### src/rtl/family_selector_if.sv
// Bundle between the family bus producer and the selector. The producer drives
// start and family; the selector returns the winning genome, its index and its cost.
interface family_selector_if #(
  parameter int N_MEMBERS = 5,
  parameter int GENES     = 30,
  parameter int GENE_W    = 5,
  parameter int COST_W    = 10
);
  logic                                  start;
  logic [N_MEMBERS*GENES*GENE_W-1:0]     family;
  logic [GENES*GENE_W-1:0]               parent_out;
  logic [$clog2(N_MEMBERS)-1:0]          best_index;
  logic [COST_W-1:0]                     best_cost;
  logic                                  done;

  modport master (
    output start, family,
    input  parent_out, best_index, best_cost, done
  );

  modport slave (
    input  start, family,
    output parent_out, best_index, best_cost, done
  );
endinterface

### src/rtl/family_selector.sv
// Serially scores each captured genome by the summed absolute step between adjacent
// genes and reports the lowest-cost member. Ties keep the lower index.
module family_selector #(
  parameter int N_MEMBERS = 5,
  parameter int GENES     = 30,
  parameter int GENE_W    = 5,
  parameter int COST_W    = 10
) (
  input  logic            clk,
  input  logic            rst_n,
  family_selector_if.slave bus
);
  localparam int G_W    = GENES * GENE_W;
  localparam int F_W    = N_MEMBERS * G_W;
  localparam int MIDX_W = $clog2(N_MEMBERS);
  localparam int GIDX_W = $clog2(GENES);
  localparam logic [GIDX_W-1:0] LAST_PAIR   = GIDX_W'(GENES - 2);
  localparam logic [MIDX_W-1:0] LAST_MEMBER = MIDX_W'(N_MEMBERS - 1);

  typedef enum logic [1:0] {IDLE, EVAL, CMP, DONE} state_t;

  state_t              state_reg, state_next;
  logic [F_W-1:0]      fam_reg;
  logic [MIDX_W-1:0]   member_reg;
  logic [GIDX_W-1:0]   gene_reg;
  logic [COST_W-1:0]   acc_reg;
  logic [G_W-1:0]      parent_reg;
  logic [MIDX_W-1:0]   best_index_reg;
  logic [COST_W-1:0]   best_cost_reg;
  logic                done_reg;

  logic [G_W-1:0]      members [N_MEMBERS];
  logic [GENE_W-1:0]   genes   [GENES];
  logic [G_W-1:0]      cur;
  logic [GIDX_W-1:0]   gene_hi_idx;
  logic [GENE_W:0]     diff;
  logic [GENE_W-1:0]   abs_diff;
  logic                accept;
  logic                take;

  genvar gi;
  generate
    for (gi = 0; gi < N_MEMBERS; gi++) begin : g_members
      assign members[gi] = fam_reg[gi*G_W +: G_W];
    end
    for (gi = 0; gi < GENES; gi++) begin : g_genes
      assign genes[gi] = cur[gi*GENE_W +: GENE_W];
    end
  endgenerate

  assign cur         = members[member_reg];
  assign gene_hi_idx = gene_reg + 1'b1;
  assign diff        = {1'b0, genes[gene_hi_idx]} - {1'b0, genes[gene_reg]};
  assign abs_diff    = diff[GENE_W] ? GENE_W'(-diff) : diff[GENE_W-1:0];

  // The cycle carrying the done pulse is treated as part of completion, so a held
  // start re-triggers only after it.
  assign accept = (state_reg == IDLE) && bus.start && !done_reg;
  assign take   = (member_reg == '0) || (acc_reg < best_cost_reg);

  always_ff @(posedge clk) begin
    if (!rst_n) state_reg <= IDLE;
    else        state_reg <= state_next;
  end

  always_comb begin
    state_next = state_reg;
    case (state_reg)
      IDLE: if (accept) state_next = EVAL;
      EVAL: if (gene_reg == LAST_PAIR) state_next = CMP;
      CMP:  state_next = (member_reg == LAST_MEMBER) ? DONE : EVAL;
      DONE: state_next = IDLE;
      default: state_next = IDLE;
    endcase
  end

  always_ff @(posedge clk) begin
    if (!rst_n) begin
      fam_reg        <= '0;
      member_reg     <= '0;
      gene_reg       <= '0;
      acc_reg        <= '0;
      parent_reg     <= '0;
      best_index_reg <= '0;
      best_cost_reg  <= '0;
      done_reg       <= 1'b0;
    end else begin
      done_reg <= (state_reg == DONE);
      case (state_reg)
        IDLE: begin
          if (accept) begin
            fam_reg    <= bus.family;
            member_reg <= '0;
            gene_reg   <= '0;
            acc_reg    <= '0;
          end
        end
        EVAL: begin
          acc_reg  <= acc_reg + COST_W'(abs_diff);
          gene_reg <= gene_reg + 1'b1;
        end
        CMP: begin
          if (take) begin
            best_cost_reg  <= acc_reg;
            best_index_reg <= member_reg;
            parent_reg     <= cur;
          end
          if (member_reg != LAST_MEMBER) begin
            member_reg <= member_reg + 1'b1;
            gene_reg   <= '0;
            acc_reg    <= '0;
          end
        end
        default: ;
      endcase
    end
  end

  assign bus.parent_out = parent_reg;
  assign bus.best_index = best_index_reg;
  assign bus.best_cost  = best_cost_reg;
  assign bus.done       = done_reg;
endmodule

### src/flat_wrapper.sv
// flat-port wrapper written by rule: the top's interface ports become plain ports
module family_selector_flat 
#(
  parameter int N_MEMBERS = 5,
  parameter int GENES     = 30,
  parameter int GENE_W    = 5,
  parameter int COST_W    = 10
)
  (clk, rst_n, bus_start, bus_family, bus_parent_out, bus_best_index, bus_best_cost, bus_done);
  family_selector_if #(.N_MEMBERS(N_MEMBERS), .GENES(GENES), .GENE_W(GENE_W), .COST_W(COST_W)) bus_i ();
  input  logic clk;
  input  logic rst_n;
  input wire logic [$bits(bus_i.start)-1:0] bus_start;
  input wire logic [$bits(bus_i.family)-1:0] bus_family;
  output wire logic [$bits(bus_i.parent_out)-1:0] bus_parent_out;
  output wire logic [$bits(bus_i.best_index)-1:0] bus_best_index;
  output wire logic [$bits(bus_i.best_cost)-1:0] bus_best_cost;
  output wire logic [$bits(bus_i.done)-1:0] bus_done;
  assign bus_i.start = bus_start;
  assign bus_i.family = bus_family;
  assign bus_parent_out = bus_i.parent_out;
  assign bus_best_index = bus_i.best_index;
  assign bus_best_cost = bus_i.best_cost;
  assign bus_done = bus_i.done;
  family_selector #(.N_MEMBERS(N_MEMBERS), .GENES(GENES), .GENE_W(GENE_W), .COST_W(COST_W)) u_core (.clk(clk), .rst_n(rst_n), .bus(bus_i));
endmodule
### config.mk
export PLATFORM = sky130hd
export DESIGN_NAME = family_selector_flat
export DESIGN_NICKNAME = d
export VERILOG_FILES = /design/src/rtl/family_selector_if.sv /design/src/rtl/family_selector.sv /design/src/flat_wrapper.sv
export SDC_FILE = /design/constraint.sdc
export NUM_CORES = 2
export LEC_CHECK = 0
export ABC_AREA = 1
export CORE_AREA = 2 2 352 354
export DETAILED_ROUTE_END_ITERATION = 16
export DIE_AREA = 0 0 354 356
export PLACE_DENSITY = 0.65
export SETUP_SLACK_MARGIN = 0.3
export SLEW_MARGIN = 20
export SYNTH_ARGS = -nofsm -noshare
export SYNTH_HDL_FRONTEND = slang
export SYNTH_SLANG_ARGS = --single-unit
### constraint.sdc
create_clock -name clk -period 8.7 [get_ports clk]
set_input_delay 2.61 -clock clk [delete_from_list [all_inputs] [get_ports clk]]
set_output_delay 2.61 -clock clk [all_outputs]
set_load 0.02 [all_outputs]
==> results.ini <==
[clocking]
cts_buffers=104
clockBufferDepth=3
cts_tree=done
cts_resized=0
cts.sinks=934
cts_hold_buffers=0
cts_setup_buffers=0
htree_num_levels=3
clk_latency_ns=0.74
cts_root_buf=clkbuf_16
clkSlewWorstSetupHoldPaths_ns=0.06

[sta]
rsz0062_at_grt=no
fin_crit_ns=6.400
fmax_mhz=156.2
setup_tns_ns=0
fin_skew_ns=0.03830
fin_hold_ws_ns=0.4535
slew_violations=0
slew_headroom_pct=23.44
tightest_slew_ns=1.148
period_share_pct=73.56
final_hold_viol_count=0
setup_viol=0

[placement]
dpl.hpwl_um=164000
port_buffers=916
dpl-instance-area_mm2=0.05167
dp.cells=8454
place.gp.congestion=0.9948

[routing]
drt_iter0_drc=4933
vias=46280
antenna_left=0
drt-wirelength-per-cell_um=25.40
firstDrtPassIters=5
routed_wl_um=220300
vias_per_cell=5.337
drc=0

[cells_and_area]
layout-drive-gt1-share_pct=3.581
area_delta_synth_final_pct=33.05
fin_area_mm2=0.05551
fin_nets=7704
layout.cells.non_filler=8672
largest_reg_flops=750

[floorplan]
initial_utilization_pct=34.01
die_w_um=354
core_mm2=0.1227
fp.dieArea_mm2=0.1260
ioPinCount=917
die_h_um=356
placementRows=129

[flow_run]
cap_violations=0

[grt]
grtUsageTotal_pct=33.57
grt_pass1_wl_um=308500
grt_max_degree=243
grt_pass1_vias=44330
antenna_found_initial=43
grt_overflow=0

[status]
status=finished, final reports clean

[logic_synthesis]
syn_area_mm2=0.04172
synth_fp_nets=7110
ys_warn_count=0
yosysUniqueCellTypes=29
syn_inst=6330
avgSynthCellArea_um2=6.591
ys_ff_latch=934
synth-seq-area-share_pct=44.82

[pwr]
ir_drop_uv=174.1
power_mw=14.05
p_per_area_mw_per_mm2=253.1
total_leakage_power_nw=22.41

[worst_setup_path]
critPathMaxStageDelay_ns=0.81
path_buf_inv=4
path_class=register to register
critical_path.top_delay_family=compound AO/OA/AOI/OAI gates
slowest_stage=dfxtp_4
path_max_fanout=99
cp-start-kind=register
cp-end-kind=register
cp.arrival_ns=7.01
worst_path_most_repeated_cell=nand2_1
worstPathRequired_ns=9.31

[min_path]
hp-class=register to register

## synthesized netlist by cell type
cell type	instances	area share, %
a21o_1	1	0.018
a21oi_1	71	0.85
a31oi_1	3	0.045
buf_1	49	0.44
buf_2	52	0.62
buf_4	2	0.036
clkbuf_1	383	3.4
clkinv_1	3	0.027
dfxtp_1	934	45
fa_1	2	0.096
ha_1	25	0.75
inv_1	73	0.66
inv_2	4	0.036
nand2_1	1125	10
nand3_1	792	9.5
nand4_1	1	0.015
nor2_1	1826	16
nor3_1	3	0.036
nor3_4	1	0.039
nor4_1	1	0.015
o211ai_1	21	0.38
o21a_1	2	0.036
o21ai_0	940	11
o21ai_1	1	0.012
o21bai_1	3	0.054
o31a_1	1	0.021
or2_2	2	0.030
xnor2_1	2	0.042
xor2_1	7	0.15
## final timing paths
| kind | start | endpoint | slack, ns | cells after the start |
|---|---|---|---|---|
| setup / recovery | u_core.member_reg[0] | u_core.acc_reg[8] | 2.30 | 32 |
| hold / removal | u_core.fam_reg[743] | u_core.fam_reg[743] | 0.45 | 2 |
| setup reg to reg | u_core.member_reg[0] | u_core.acc_reg[8] | 2.30 | 32 |
| hold reg to reg | u_core.fam_reg[743] | u_core.fam_reg[743] | 0.45 | 2 |
## area by class of cell
cell class                      instances  area [µm²]
Sequential cell                       934       18710
Multi-Input combinational cell       4830       20850
Antenna cell                           25       62.56
Clock inverter                         52       807.0
Inverter                               80       327.8
Fill cell                           12630       67160
Clock buffer                          140        2938
Tap cell                             1637        2048
Timing Repair Buffer                  974        9767
## report_power, final
part	internal (mW)	total (mW)	switching (mW)
combinational	1.35	3.90	2.54
sequential	4.90	5.31	0.416
clock	2.84	4.84	2.00
total	9.09	14.1	4.96
## tightest hold or removal path, delay by kind of cell, from the launching register on
kind	cells	cell delay, ns
flops	1	0.30
buf+inv	1	0.06
compound gates	1	0.05
## cells in the final DEF (no fill, tap or decap), types with 4 or more instances in the layout
cell type and n:
a21oi_1 71, buf_12 11, buf_4 46, bufinv_16 15, clkbuf_1 16, clkbuf_16 104, clkbuf_8 20, clkdlybuf4s50_1 915
clkinv_16 4, clkinv_2 20, clkinvlp_4 5, dfxtp_1 931, diode_2 25, ha_1 25, inv_1 72, nand2_1 1123
nand3_1 792, nor2_1 1825, o211ai_1 21, o21ai_0 940, xor2_1 7
## logic make-up after synthesis
| group | synth area share (%) |
|---|---|
| compound gates | 12.69 |
| xor+xnor | 0.1890 |
| fa+ha+maj | 0.8458 |
| buf+inv | 5.266 |
| flops | 44.82 |
| simple gates | 36.19 |
## per-stage QoR
stage / worst slack (ns) / utilization [%]
CTS: 2.252 / 45.18
global route: 1.881 / 45.23
detailed placement: 2.295 / 42.12
finish: 2.300 / 45.25
global placement: 2.249 / 42.12
floorplan: 3.874 / -
## metal layers
layer / track usage [%] / vias up / wire length, µm
met5: 0 / - / 227
met4: 26.03 / 34 / 19250
met3: 7.529 / 550 / 17390
met2: 54.88 / 2070 / 101100
met1: 38.12 / 21880 / 82370
li1: - / 21750 / -
Note: power is estimated with default switching activity, not from simulation.
